File: src/rtl/pio_pkg.sv
// Shared PIO package: data width, default FIFO depth and FIFO status
// encodings used by the PIO FIFOs and the logic that reads their status.
package pio_pkg;

  localparam int unsigned PIO_DATA_WIDTH = 32;
  localparam int unsigned PIO_FIFO_DEPTH = 4;

  localparam logic [1:0] FIFO_STATUS_PARTIAL = 2'b00;
  localparam logic [1:0] FIFO_STATUS_EMPTY   = 2'b01;
  localparam logic [1:0] FIFO_STATUS_FULL    = 2'b10;

endpackage : pio_pkg

File: src/rtl/pio_fifo_ptr.sv
// Wrapping FIFO pointer. Counts modulo DEPTH, so DEPTH must be a power
// of two; the wrap is the natural rollover of the register.
// Ports:
//   clk      - rising-edge clock
//   rst      - asynchronous active-high reset, clears the pointer
//   inc_en_i - advance the pointer by one on the next edge
//   ptr_o    - current pointer value
module pio_fifo_ptr #(
  parameter int unsigned DEPTH = 4
) (
  input  logic                     clk,
  input  logic                     rst,
  input  logic                     inc_en_i,
  output logic [$clog2(DEPTH)-1:0] ptr_o
);

  localparam int unsigned PTR_WIDTH = $clog2(DEPTH);

  logic [PTR_WIDTH-1:0] ptr_q;
  logic [PTR_WIDTH-1:0] ptr_d;

  always_comb begin
    ptr_d = ptr_q;
    if (inc_en_i) begin
      ptr_d = ptr_q + PTR_WIDTH'(1);
    end
  end

  always_ff @(posedge clk or posedge rst) begin
    if (rst) begin
      ptr_q <= '0;
    end else begin
      ptr_q <= ptr_d;
    end
  end

  assign ptr_o = ptr_q;

endmodule : pio_fifo_ptr

File: src/rtl/pio_fifo.sv
// PIO first-word-fall-through FIFO, one instance per direction (TX/RX).
// The head entry is presented combinationally from storage; status and
// count are decoded from the registered occupancy counter only, so no
// input reaches any output without passing through a register.
// Ports:
//   clk        - rising-edge clock
//   rst        - asynchronous active-high reset (pointers/count/flags)
//   data_in    - write data, captured on an accepted push
//   push_en    - push request
//   pop_en     - pop request
//   data_out   - head entry, 0 while empty
//   status     - {full, empty}
//   fifo_count - occupancy, 0..DEPTH
// Optional feature macro PIO_FIFO_ERR_EN adds sticky error outputs:
//   overflow   - set by a push rejected because the FIFO was full
//   underflow  - set by a pop request while empty
module pio_fifo
  import pio_pkg::*;
#(
  parameter int unsigned DATA_WIDTH = PIO_DATA_WIDTH,
  parameter int unsigned DEPTH      = PIO_FIFO_DEPTH
) (
  input  logic                   clk,
  input  logic                   rst,
  input  logic [DATA_WIDTH-1:0]  data_in,
  input  logic                   push_en,
  input  logic                   pop_en,
  output logic [DATA_WIDTH-1:0]  data_out,
  output logic [1:0]             status,
  output logic [$clog2(DEPTH):0] fifo_count
`ifdef PIO_FIFO_ERR_EN
  ,
  output logic                   overflow,
  output logic                   underflow
`endif
);

  localparam int unsigned PTR_WIDTH   = $clog2(DEPTH);
  localparam int unsigned COUNT_WIDTH = $clog2(DEPTH) + 1;

  logic [DATA_WIDTH-1:0]  mem_q [DEPTH];
  logic [PTR_WIDTH-1:0]   wr_ptr;
  logic [PTR_WIDTH-1:0]   rd_ptr;
  logic [COUNT_WIDTH-1:0] count_q;
  logic [COUNT_WIDTH-1:0] count_d;
  logic                   empty;
  logic                   full;
  logic                   push_acc;
  logic                   pop_acc;

  assign empty = (count_q == '0);
  assign full  = (count_q == COUNT_WIDTH'(DEPTH));

  // A pop frees the slot in the same edge, so a push into a full FIFO
  // is still accepted when it is paired with an accepted pop.
  assign pop_acc  = pop_en && !empty;
  assign push_acc = push_en && (!full || pop_acc);

  pio_fifo_ptr #(.DEPTH(DEPTH)) u_wr_ptr (
    .clk      (clk),
    .rst      (rst),
    .inc_en_i (push_acc),
    .ptr_o    (wr_ptr)
  );

  pio_fifo_ptr #(.DEPTH(DEPTH)) u_rd_ptr (
    .clk      (clk),
    .rst      (rst),
    .inc_en_i (pop_acc),
    .ptr_o    (rd_ptr)
  );

  // Storage is deliberately not reset; the count gates what is visible.
  always_ff @(posedge clk) begin
    if (push_acc) begin
      mem_q[wr_ptr] <= data_in;
    end
  end

  always_comb begin
    count_d = count_q;
    if (push_acc && !pop_acc) begin
      count_d = count_q + COUNT_WIDTH'(1);
    end else if (pop_acc && !push_acc) begin
      count_d = count_q - COUNT_WIDTH'(1);
    end
  end

  always_ff @(posedge clk or posedge rst) begin
    if (rst) begin
      count_q <= '0;
    end else begin
      count_q <= count_d;
    end
  end

  assign data_out   = empty ? '0 : mem_q[rd_ptr];
  assign fifo_count = count_q;

  always_comb begin
    status = FIFO_STATUS_PARTIAL;
    if (empty) begin
      status = FIFO_STATUS_EMPTY;
    end else if (full) begin
      status = FIFO_STATUS_FULL;
    end
  end

`ifdef PIO_FIFO_ERR_EN
  logic overflow_q;
  logic underflow_q;

  always_ff @(posedge clk or posedge rst) begin
    if (rst) begin
      overflow_q  <= 1'b0;
      underflow_q <= 1'b0;
    end else begin
      if (push_en && !push_acc) begin
        overflow_q <= 1'b1;
      end
      if (pop_en && empty) begin
        underflow_q <= 1'b1;
      end
    end
  end

  assign overflow  = overflow_q;
  assign underflow = underflow_q;
`endif

endmodule : pio_fifo

File: config.mk
export PLATFORM = sky130hd
export DESIGN_NAME = pio_fifo
export DESIGN_NICKNAME = d
export VERILOG_FILES = /design/src/rtl/pio_pkg.sv /design/src/rtl/pio_fifo_ptr.sv /design/src/rtl/pio_fifo.sv
export SDC_FILE = /design/constraint.sdc
export NUM_CORES = 1
export LEC_CHECK = 0
export ABC_AREA = 1
export BUFFER_PORTS_ARGS = -buffer_cell sky130_fd_sc_hd__buf_4
export CORE_UTILIZATION = 45
export CTS_CLUSTER_DIAMETER = 150
export DETAILED_ROUTE_END_ITERATION = 12
export REMOVE_ABC_BUFFERS = 1
export SYNTH_ARGS = -nofsm -noshare
export SYNTH_HDL_FRONTEND = slang
export SYNTH_SLANG_ARGS = --single-unit
File: constraint.sdc
create_clock -name clk -period 5.6 [get_ports clk]
set_clock_uncertainty 0.15 [all_clocks]
set_input_delay 1.12 -clock clk [delete_from_list [all_inputs] [get_ports clk]]
set_output_delay 1.12 -clock clk [all_outputs]
set_load 0.02 [all_outputs]
Word-level counts from Yosys, hierarchy flattened
Memories as Yosys holds them, arrays and structs flattened.
Index checks and enable logic that the tools add are counted.
{"block": "word_totals", "wordCells": 27, "in_bits": 36, "regBits": 7, "mem_bits_rw": 128, "n_memories": 1}
{"block": "classes", "n_addsub": 4, "eq_ne": 1, "n_reduce_logical": 11, "muxes": 7}
{"memory": "mem_q", "words": 4, "width": 32, "read_ports": 1, "rd_ports_with_merged_regs": 0, "write_ports": 1, "line": "pio_fifo.sv:41", "rtl": "logic [DATA_WIDTH-1:0] mem_q [DEPTH];"}
{"operator": "2-to-1 mux 32 bit", "count": 1}
{"operator": "2-to-1 mux 3 bit", "count": 2}
{"operator": "adder 2 x 1 -> 2 bit (second input constant)", "count": 2}
{"operator": "logical AND 1 bit", "count": 4}
{"operator": "logical NOT 1 bit", "count": 4}
{"operator": "2-to-1 mux 2 bit", "count": 2}
{"operator": "adder 3 x 1 -> 3 bit (second input constant)", "count": 1}
{"operator": "equality test 3 bit (second input constant)", "count": 1}
{"operator": "logical NOT 3 bit", "count": 1}
{"operator": "subtractor 3 x 1 -> 3 bit (second input constant)", "count": 1}
{"operator": "2-to-1 mux 1 bit", "count": 2}
{"operator": "nonzero test 2 bit", "count": 1}
{"operator": "logical OR 1 bit", "count": 1}

Longest topological paths before layout
Gate-level depths: netlist of the first run.
{"block": "logic_depth", "word_depth": 9, "depth_mapped": 12, "mapped_depth_nobuf": 12}

Cells and area by module
From an unflattened synthesis of the first run, not the netlist that was laid out.
{"block": "hier_totals", "hier_cells": 567, "area_unflattened_um2": 5929.4}
{"module": "pio_fifo", "area_per_inst_um2": 5754.3, "cells_each": 545, "n_inst": 1, "seq_area_each_um2": 3918.8}
{"module": "pio_fifo_ptr", "area_per_inst_um2": 87.6, "cells_each": 11, "n_inst": 2, "seq_area_each_um2": 50.0}

Worst setup path after synthesis of the first run
No wires, ideal clock.
{"block": "synth_path", "path_type": "input port to flip-flop", "startpoint": "input pop_en", "endpoint": "memory mem_q[0][0] (netlist name), enable pin", "setup_ns": 0.421, "stages": 4, "path_slack_ns": 2.252, "arrival_time_ns": 2.777, "n_path_buf": 0, "required_time_ns": 5.029, "cell_sequence": "inv_1 nand3_1 nand2_1 nor2_1"}
{"block": "synth_between", "elab_chain_len": 5}
{"element": "start, declared", "line": "pio_fifo.sv:27", "rtl": "input logic pop_en,"}
{"element": "logical AND 1 bit", "line": "pio_fifo.sv:56", "rtl": "assign pop_acc = pop_en && !empty;"}
{"element": "logical OR 1 bit", "line": "pio_fifo.sv:57", "rtl": "assign push_acc = push_en && (!full || pop_acc);"}
{"element": "logical AND 1 bit", "line": "pio_fifo.sv:57"}
{"element": "2-to-1 mux 1 bit", "line": "pio_fifo.sv:75", "rtl": "if (push_acc) begin"}
{"element": "2-to-1 mux 1 bit (not written as such)", "line": "pio_fifo.sv:76", "rtl": "mem_q[wr_ptr] <= data_in;"}
{"element": "end, declared", "line": "pio_fifo.sv:41"}
Every way passes these cells.

Worst setup path after layout of the first run
{"block": "layout_path", "startpoint": "register u_rd_ptr.ptr_q[1] (netlist: u_rd_ptr.ptr_o[1])", "endpoint": "output data_out[4]"}
{"block": "layout_between", "elab_chain_len": 2}
{"element": "start, declared", "line": "pio_fifo_ptr.sv:19", "rtl": "logic [PTR_WIDTH-1:0] ptr_q;"}
{"element": "start signal, assigned", "line": "pio_fifo_ptr.sv:33", "rtl": "ptr_q <= ptr_d;"}
{"element": "memory read (4 x 32 bit)"}
{"element": "2-to-1 mux 32 bit", "line": "pio_fifo.sv:97", "rtl": "assign data_out = empty ? '0 : mem_q[rd_ptr];"}
{"element": "end, declared", "line": "pio_fifo.sv:28", "rtl": "output logic [DATA_WIDTH-1:0] data_out,"}
Every way passes these cells.

==> results of run 1 <==
==> sequential cells by signal, summed over array words and instances, names as in the netlist <==
| register | count |
|---|---|
| fifo_count | 3 |
| u_wr_ptr.ptr_o | 2 |
| mem_q | 128 |
| u_rd_ptr.ptr_o | 2 |
==> layout by cell type (no fill, tap or decap), drive strengths merged <==
| master | netlist | final |
|---|---|---|
| clkinv | 26 | 34 |
| nand2 | 145 | 145 |
| dfrtp | 7 | 7 |
| a21oi | 32 | 32 |
| ha | 5 | 5 |
| o21ai | 1 | 1 |
| nor2 | 5 | 5 |
| clkbuf | 3 | 21 |
| fa | 1 | 1 |
| xnor2 | 2 | 2 |
| nand4 | 1 | 1 |
| bufinv | 0 | 1 |
| nor3 | 1 | 1 |
| edfxtp | 128 | 128 |
| inv | 118 | 118 |
| buf | 22 | 76 |
| nand3 | 69 | 69 |
==> cells by family after synthesis <==
group / after synthesis / share of synthesized area (%)
xor+xnor: 2 / 0.296
fa+ha+maj: 6 / 1.40
flops: 135 / 68.0
buf+inv: 169 / 12.0
compound gates: 33 / 2.79
simple gates: 221 / 15.6
==> worst max-delay path, delay by kind of cell, from the launching register on <==
kind,cells,cell delay (ns)
AOI/OAI and AO/OA,1,0.29
buffers and inverters,2,0.83
and+or+nand+nor,1,0.14
DFF,1,0.68
==> per-stage QoR <==
stage	utilization, %	cells	hold slack (ns)	setup WS, ns
floorplan	-	541	0.342	1.73
global placement	51.6	789	0.361	2.39
detailed placement	51.6	789	0.381	2.36
CTS	55.6	819	0.394	1.92
global route	55.6	819	0.413	1.80
finish	55.6	819	0.388	1.95
==> worst paths after layout <==
kind                                                     from                       endpoint  slack [ns]  cells after the start
worst max-delay path            u_rd_ptr.ptr_o[1]$_DFFE_PP0N_                    data_out[4]        1.95                      4
worst min-delay path                fifo_count[2]$_DFFE_PP0P_      fifo_count[2]$_DFFE_PP0P_        0.39                      2
worst max register to register      fifo_count[0]$_DFFE_PP0P_         mem_q[2][16]$_DFFE_PP_        3.23                      4
worst min register to register      fifo_count[2]$_DFFE_PP0P_      fifo_count[2]$_DFFE_PP0P_        0.39                      2
max in group asynchronous                                 rst  u_rd_ptr.ptr_o[0]$_DFFE_PP0N_        4.52                      2
min in group asynchronous                                 rst  u_wr_ptr.ptr_o[1]$_DFFE_PP0N_        0.52                      2
==> routing by layer <==
layer,up-vias,wire (um),global-route usage (%)
met5,-,0,0
met4,0,153,7.76
met3,12,603,4.98
met2,84,5700,31.6
met1,1782,5190,22.4
li1,1924,-,-
==> where the power goes <==
group	switching, uW	internal (uW)
clock network	365	592
registers	104	1310
logic	1010	543
total	1470	2450
==> area by class of cell <==
cell class	instances	area, um^2
clock buffers	21	440
well taps	172	215
clock inverters	9	61.3
fillers	1104	5650
inverters	144	544
multi-input cells	262	1210
flip-flops and latches	135	4020
repair buffers	76	571
==> metrics.txt, run 1 <==
outcome completed; TritonCTS clock tree built; Final Power 3920 uW; number of buffers created by CTS 17; fraction of registers with async set/reset 5.19%; sink count of the clock tree 135; worst skew pair latency 0.41 ns; Max IR drop VDD 0.403 mV; Fmax achieved 274 MHz; most frequent cells after synthesis nand2_1, edfxtp_1, inv_1; total setup buffers inserted after CTS 0; initial DRC count 226; Yosys top cell area share 65.0%; critical path type reg -> out; total track usage 18.6%; Post-synth EDFFs 128; final routed DRC violation total 0; Die Area 13600 um^2; Max Slew Vio Count 0; Final min period 3.65 ns; cell with the most instances after synthesis nand2_1; post_cts resized 0; initial antenna violation count 0; share of layout cells above drive strength 1 19.8%; die width 117 um; Critical Path Max Stage Delay 0.68 ns; Placeable Area 12700 um^2; CP Launch Type register; number of global-route vias before repair 3694; antenna diode count 0; chip height 117 um; Vias per Instance 4.64; Cell Area, Synth 5910 um^2; predominant post-synthesis flop cell edfxtp_1; crit path DAT 2.38 ns; clock slew at reported path FFs 0.05 ns; Final Hold Fails 0; clock root buffer clkbuf_16; total gr overflow 0; post-route cell area 7070 um^2; first-pass GRT wire length 18300 um; final WL 11600 um; antenna-violating nets left 0; area leader, netlist edfxtp_1; library cells used by synthesis 20; Cell Pwr Density 555 nW/um^2; crit share post-route 65.1%; post-route setup TNS 0 ns; Wirelength per Cell 14.2 um; IO Port Bufs 72; largest net degree at the start of global routing 67; Slew HR 30.5%; sequential share of the synthesized area 68.0%; Ys Warns 0; IO Pins 73; crit-path cells inv_2 -> nand3_1 -> a21oi_1 -> buf_4; number of setup violations in the final report 0; RSZ-0062 raised after global routing no; Crit-path slowest cell dfrtp_2; Area contributors post-synth edfxtp_1, nand2_1, inv_1; max cap viols 0; final RePlAce weighted congestion 0.693; CTS Buffer Depth 2; DR pass1 iterations 4; CP endpoint kind primary output; Post-layout nets 678; Leakage 0.00309 uW; H-tree levels 4; #FFs+latches synth 135; HPWL after DPL 6490 um; CTS Hold Bufs 0; Critical Path RT 4.33 ns; worst-path maximum fanout 35; Area after DPL 6570 um^2; Worst-Margin Slew 1.04 ns; vias post-DR 3802; Cell Rows 41; Initial Util 46.5%; Cells after Synth 566; Avg Cell Area, Syn 10.4 um^2; HP Class reg -> reg; area growth from synthesis to layout 19.6%
Power figures use the tool's default switching activity.
==> run 2: changes to the inputs <==
==> constraint.sdc (replaced) <==
create_clock -name clk -period 3.62 [get_ports clk]
set_clock_uncertainty 0.15 [all_clocks]
set_input_delay 0.724 -clock clk [delete_from_list [all_inputs] [get_ports clk]]
set_output_delay 0.724 -clock clk [all_outputs]
set_load 0.02 [all_outputs]
==> metrics.txt, run 2 (synthesis gave the netlist of run 1 again) <==
commonest non-fill, non-tap cells in the layout nand2_1, edfxtp_1, inv_1; post-layout util 56.2%; crit path DAT 2.09 ns; CP Launch Type register; antenna-violating nets left 0; clock slew at reported path FFs 0.05 ns; number of global-route vias before repair 3874; IO Port Bufs 72; area growth from synthesis to layout 20.9%; Top reg by flops mem_q; worst skew pair latency 0.41 ns; CTS Buffer Depth 2; WL met1 5170 um; Worst Setup EP data_out[4]; CP startpoint fifo_count[1]$_DFFE_PP0P_; total gr overflow 0; initial antenna violation count 0; crit-path cells nor2_1 -> nand2_1 -> inv_2 -> a21oi_1 -> buf_4; Vias per Instance 4.64; IO Pins 73; Critical Path Max Stage Delay 0.56 ns; TritonCTS clock tree built; placed insts 795; CTS Hold Bufs 0; Final Hold Fails 0; R2R Path Start fifo_count[0]$_DFFE_PP0P_; worst-path maximum fanout 33; HPWL after DPL 6850 um; clock root buffer clkbuf_16; Leakage 0.00314 uW; max cap viols 0; final WL 11900 um; FILL cells 1109; critical path type reg -> out; post-route cell area 7150 um^2; first-pass GRT wire length 19000 um; share of layout cells above drive strength 1 20.9%; Initial Util 46.5%; total track usage 19.2%; Wirelength per Cell 14.4 um; HP Class in -> async; Reg area 4020 um^2; vias post-DR 3817; Cell Rows 41; number of setup violations in the final report 0; most common cell after layout, fill and taps aside nand2_1; H-tree levels 4; Levels on crit path 5; Critical Path RT 2.75 ns; post-route setup TNS 0 ns; Critical path buffers and inverters 2; DR pass1 iterations 4; sink count of the clock tree 135; Die Area 13600 um^2; Final Power 6190 uW; Post-layout nets 684; Met2 Wirelength 5810 um; crit-path leading delay family buffers and inverters; highest metal used met4; initial DRC count 205; Slew HR 49.6%; CP endpoint kind primary output; reg2reg path depth 5; Worst R2R Setup Slack 1.34 ns; reg2reg end mem_q[0][1]$_DFFE_PP_; footprint of the multi-input gates 1210 um^2; Placeable Area 12700 um^2; final routed DRC violation total 0; Crit-path slowest cell inv_2; post_cts resized 0; total setup buffers inserted after CTS 0; max reg flops 128; number of buffers created by CTS 17; final RePlAce weighted congestion 0.704; Final min period 2.96 ns; Area after DPL 6620 um^2; Non-Filler Instances 823; outcome completed; crit share post-route 81.9%; largest net degree at the start of global routing 67; Worst-Margin Slew 0.756 ns; Max Slew Vio Count 0; met3 routed WL 751 um; die width 117 um; antenna diode count 0; RSZ-0062 raised after global routing no; Max IR drop VDD 0.492 mV; Fmax achieved 337 MHz; chip height 117 um; Cell Pwr Density 866 nW/um^2
[run 2: changes by cell type in the layout (fill, tap and decap cells not counted)]
cell,previous run,this run
buf_4,76,81
clkinv_1,30,27
buf_12,0,1
bufinv_16,1,2
clkbuf_1,4,3
clkinv_2,4,5
[run 2: layout make-up]
type	count	area share, %
clock buffers	20	6.11
multi-input cells	262	17.0
well taps	172	3.01
repair buffers	82	8.79
clock inverters	8	1.19
flip-flops and latches	135	56.3
inverters	144	7.62
[run 2: how the worst min path moves through the flow]
stage                               endpoint                           from  slack (ns)
5_1_grt            fifo_count[2]$_DFFE_PP0P_                            rst        0.12
4_1_cts            fifo_count[2]$_DFFE_PP0P_                            rst        0.10
3_3_place_gp   u_wr_ptr.ptr_o[1]$_DFFE_PP0N_  u_wr_ptr.ptr_o[1]$_DFFE_PP0N_        0.37
6_report           fifo_count[0]$_DFFE_PP0P_                            rst        0.11
2_1_floorplan  u_wr_ptr.ptr_o[1]$_DFFE_PP0N_  u_wr_ptr.ptr_o[1]$_DFFE_PP0N_        0.34
3_5_place_dp   u_wr_ptr.ptr_o[1]$_DFFE_PP0N_  u_wr_ptr.ptr_o[1]$_DFFE_PP0N_        0.37
[run 2: where the power goes]
part / total [uW] / switching, uW / internal, uW
clock network: 1540 / 561 / 983
logic: 2520 / 1640 / 877
registers: 2130 / 97.1 / 2030
total: 6190 / 2300 / 3890
[run 2: worst register-to-register path: stages (launching register included)]
cell and delay, ns:
dfrtp_1 0.45, nor2_1 0.09, nand3_1 0.11, nand2_1 0.29, nor2_4 0.58, buf_4 0.32
[run 2: through the flow]
| step | hold slack, ns | setup WS [ns] |
|---|---|---|
| CTS | 0.102 | 0.634 |
| global placement | 0.371 | 1.05 |
| global route | 0.124 | 0.485 |
| detailed placement | 0.374 | 0.983 |
| finish | 0.110 | 0.655 |
| floorplan | 0.342 | 0.150 |
[run 2: layer usage]
| metal | vias up | GRT usage [%] |
|---|---|---|
| met3 | 11 | 5.40 |
| li1 | 1931 | - |
| met4 | 0 | 7.76 |
| met1 | 1760 | 24.7 |
| met2 | 115 | 30.7 |
| met5 | - | 0 |
==> run 3: changes to the inputs <==
--- a/config.mk
+++ b/config.mk
@@ -10,6 +10,7 @@
 export CORE_UTILIZATION = 45
 export CTS_CLUSTER_DIAMETER = 150
 export DETAILED_ROUTE_END_ITERATION = 12
+export PLACE_DENSITY = 0.67
 export REMOVE_ABC_BUFFERS = 1
 export SYNTH_ARGS = -nofsm -noshare
 export SYNTH_HDL_FRONTEND = slang
==> constraint.sdc (replaced) <==
create_clock -name clk -period 2.6 [get_ports clk]
set_clock_uncertainty 0.15 [all_clocks]
set_input_delay 0.52 -clock clk [delete_from_list [all_inputs] [get_ports clk]]
set_output_delay 0.52 -clock clk [all_outputs]
set_load 0.02 [all_outputs]
==> metrics.txt, run 3 (synthesis gave the netlist of run 1 again) <==
HP Class in -> reg; commonest non-fill, non-tap cells in the layout nand2_1, edfxtp_1, inv_1, buf_4, nand3_1; Critical Path RT 1.93 ns; Crit-path slowest cell dfrtp_2; largest net degree at the start of global routing 40; post-route setup slack 0.0952 ns; Fmax achieved 399 MHz; FILL cells 1092; crit share post-route 96.3%; Max Slew Vio Count 0; max cap viols 0; chip height 117 um; CP Launch Type register; vias post-DR 3968; met3 routed WL 690 um; final WL 11800 um; footprint of the multi-input gates 1210 um^2; number of buffers created by CTS 17; Cell Pwr Density 1220 nW/um^2; Critical Path Max Stage Delay 0.40 ns; most common cell after layout, fill and taps aside nand2_1; HPWL after DPL 7390 um; Leakage 0.00323 uW; antenna diode count 0; IO Pins 73; CP endpoint kind primary output; initial antenna violation count 0; crit path DAT 1.83 ns; antenna-violating nets left 0; number of global-route vias before repair 3861; H-tree levels 4; highest metal used met4; total gr overflow 0; clock root buffer clkbuf_16; Die Area 13600 um^2; Initial Util 46.5%; final routed DRC violation total 0; Max IR drop VDD 0.782 mV; first-pass GRT wire length 18700 um; hold wc startpoint data_in[3]; DR pass1 iterations 4; Worst-Margin Slew 0.438 ns; Final min period 2.50 ns; area growth from synthesis to layout 23.5%; Cell Rows 41; CP startpoint u_rd_ptr.ptr_o[1]$_DFFE_PP0N_; critical path type reg -> out; Vias per Instance 4.72; clock slew at reported path FFs 0.05 ns; Met2 Wirelength 5740 um; Reg area 4020 um^2; WL met1 5050 um; number of setup violations in the final report 0; share of layout cells above drive strength 1 22.6%; Slew HR 70.8%; final RePlAce weighted congestion 0.751; IO Port Bufs 72; worst-path maximum fanout 17; placed insts 805; max reg flops 128; Placeable Area 12700 um^2; crit-path cells clkinv_2 -> buf_4 -> nand3_1 -> a21oi_1 -> buf_4; outcome completed; TritonCTS clock tree built; R2R Path Start fifo_count[0]$_DFFE_PP0P_; Final Hold Fails 0; die width 117 um; Top reg by flops mem_q; RSZ-0062 raised after global routing yes; initial DRC count 290; Non-Filler Instances 841; post-layout util 57.4%; Final Power 8890 uW; Post-layout nets 698; post-route setup TNS 0 ns; CTS Buffer Depth 2; Wirelength per Cell 14.0 um; worst slack, placed 0.449 ns; cell mode on critical path buf_4; worst skew pair latency 0.41 ns; total track usage 18.9%; sink count of the clock tree 135
==> run 3: changes by cell type in the layout (fill, tap and decap cells not counted), sizes merged <==
cell,previous run,this run
buf,82,95
clkbuf,20,29
clkinv,32,28
dlygate4sd3,0,1
inv,118,117
==> run 3: path summary, 6_finish.rpt <==
kind / endpoint / slack [ns] / cells after the start
min reg2reg: u_wr_ptr.ptr_o[1]$_DFFE_PP0N_ / 0.38 / 2
max reg2reg: fifo_count[2]$_DFFE_PP0P_ / 0.44 / 10
max in group asynchronous: u_rd_ptr.ptr_o[0]$_DFFE_PP0N_ / 1.58 / 3
max: data_out[19] / 0.1 / 5
min in group asynchronous: u_rd_ptr.ptr_o[0]$_DFFE_PP0N_ / 0.46 / 3
min: mem_q[1][3]$_DFFE_PP_ / 0.16 / 1
==> run 3: power breakdown <==
group / total [uW] / leakage, uW / switching, uW / internal (uW)
logic: 3610 / 0.00170 / 2280 / 1330
registers: 2990 / 0.00126 / 163 / 2830
clock network: 2280 / 0.000274 / 796 / 1490
total: 8890 / 0.00323 / 3240 / 5650
==> run 3: timing repair <==
| action | in CTS | in global routing |
|---|---|---|
| resized for setup | 0 | 3 |
| setup endpoints to repair | 0 | 23 |
| buffers inserted | 0 | 3 |
| hold buffers | 1 | 0 |
| endpoints found under the hold margin | 7 | 0 |
==> run 3: area by class of cell <==
type / instances / share of cell area [%]
flip-flops and latches: 135 / 55.1
multi-input cells: 262 / 16.6
repair buffers: 96 / 10.1
inverters: 144 / 7.50
clock buffers: 29 / 6.85
well taps: 172 / 2.95
clock inverters: 3 / 0.891
==> run 3: critical path, delay by kind of cell, from the launching register on <==
kind            cells  cell delay (ns)
compound gates      1             0.22
simple gates        1             0.11
flops               1             0.40
buf+inv             3             0.67
==> run 3: through the flow <==
step	hold slack, ns	area, um^2
finish	0.156	7300
global route	0.140	7300
CTS	0.140	7270
detailed placement	0.338	6700
global placement	0.320	6700
floorplan	0.173	5750
==> run 3: routing by layer <==
metal	GRT usage, %	vias up
met5	0	-
met4	10.5	0
met3	4.72	27
met2	29.9	119
met1	23.9	1857
li1	-	1965
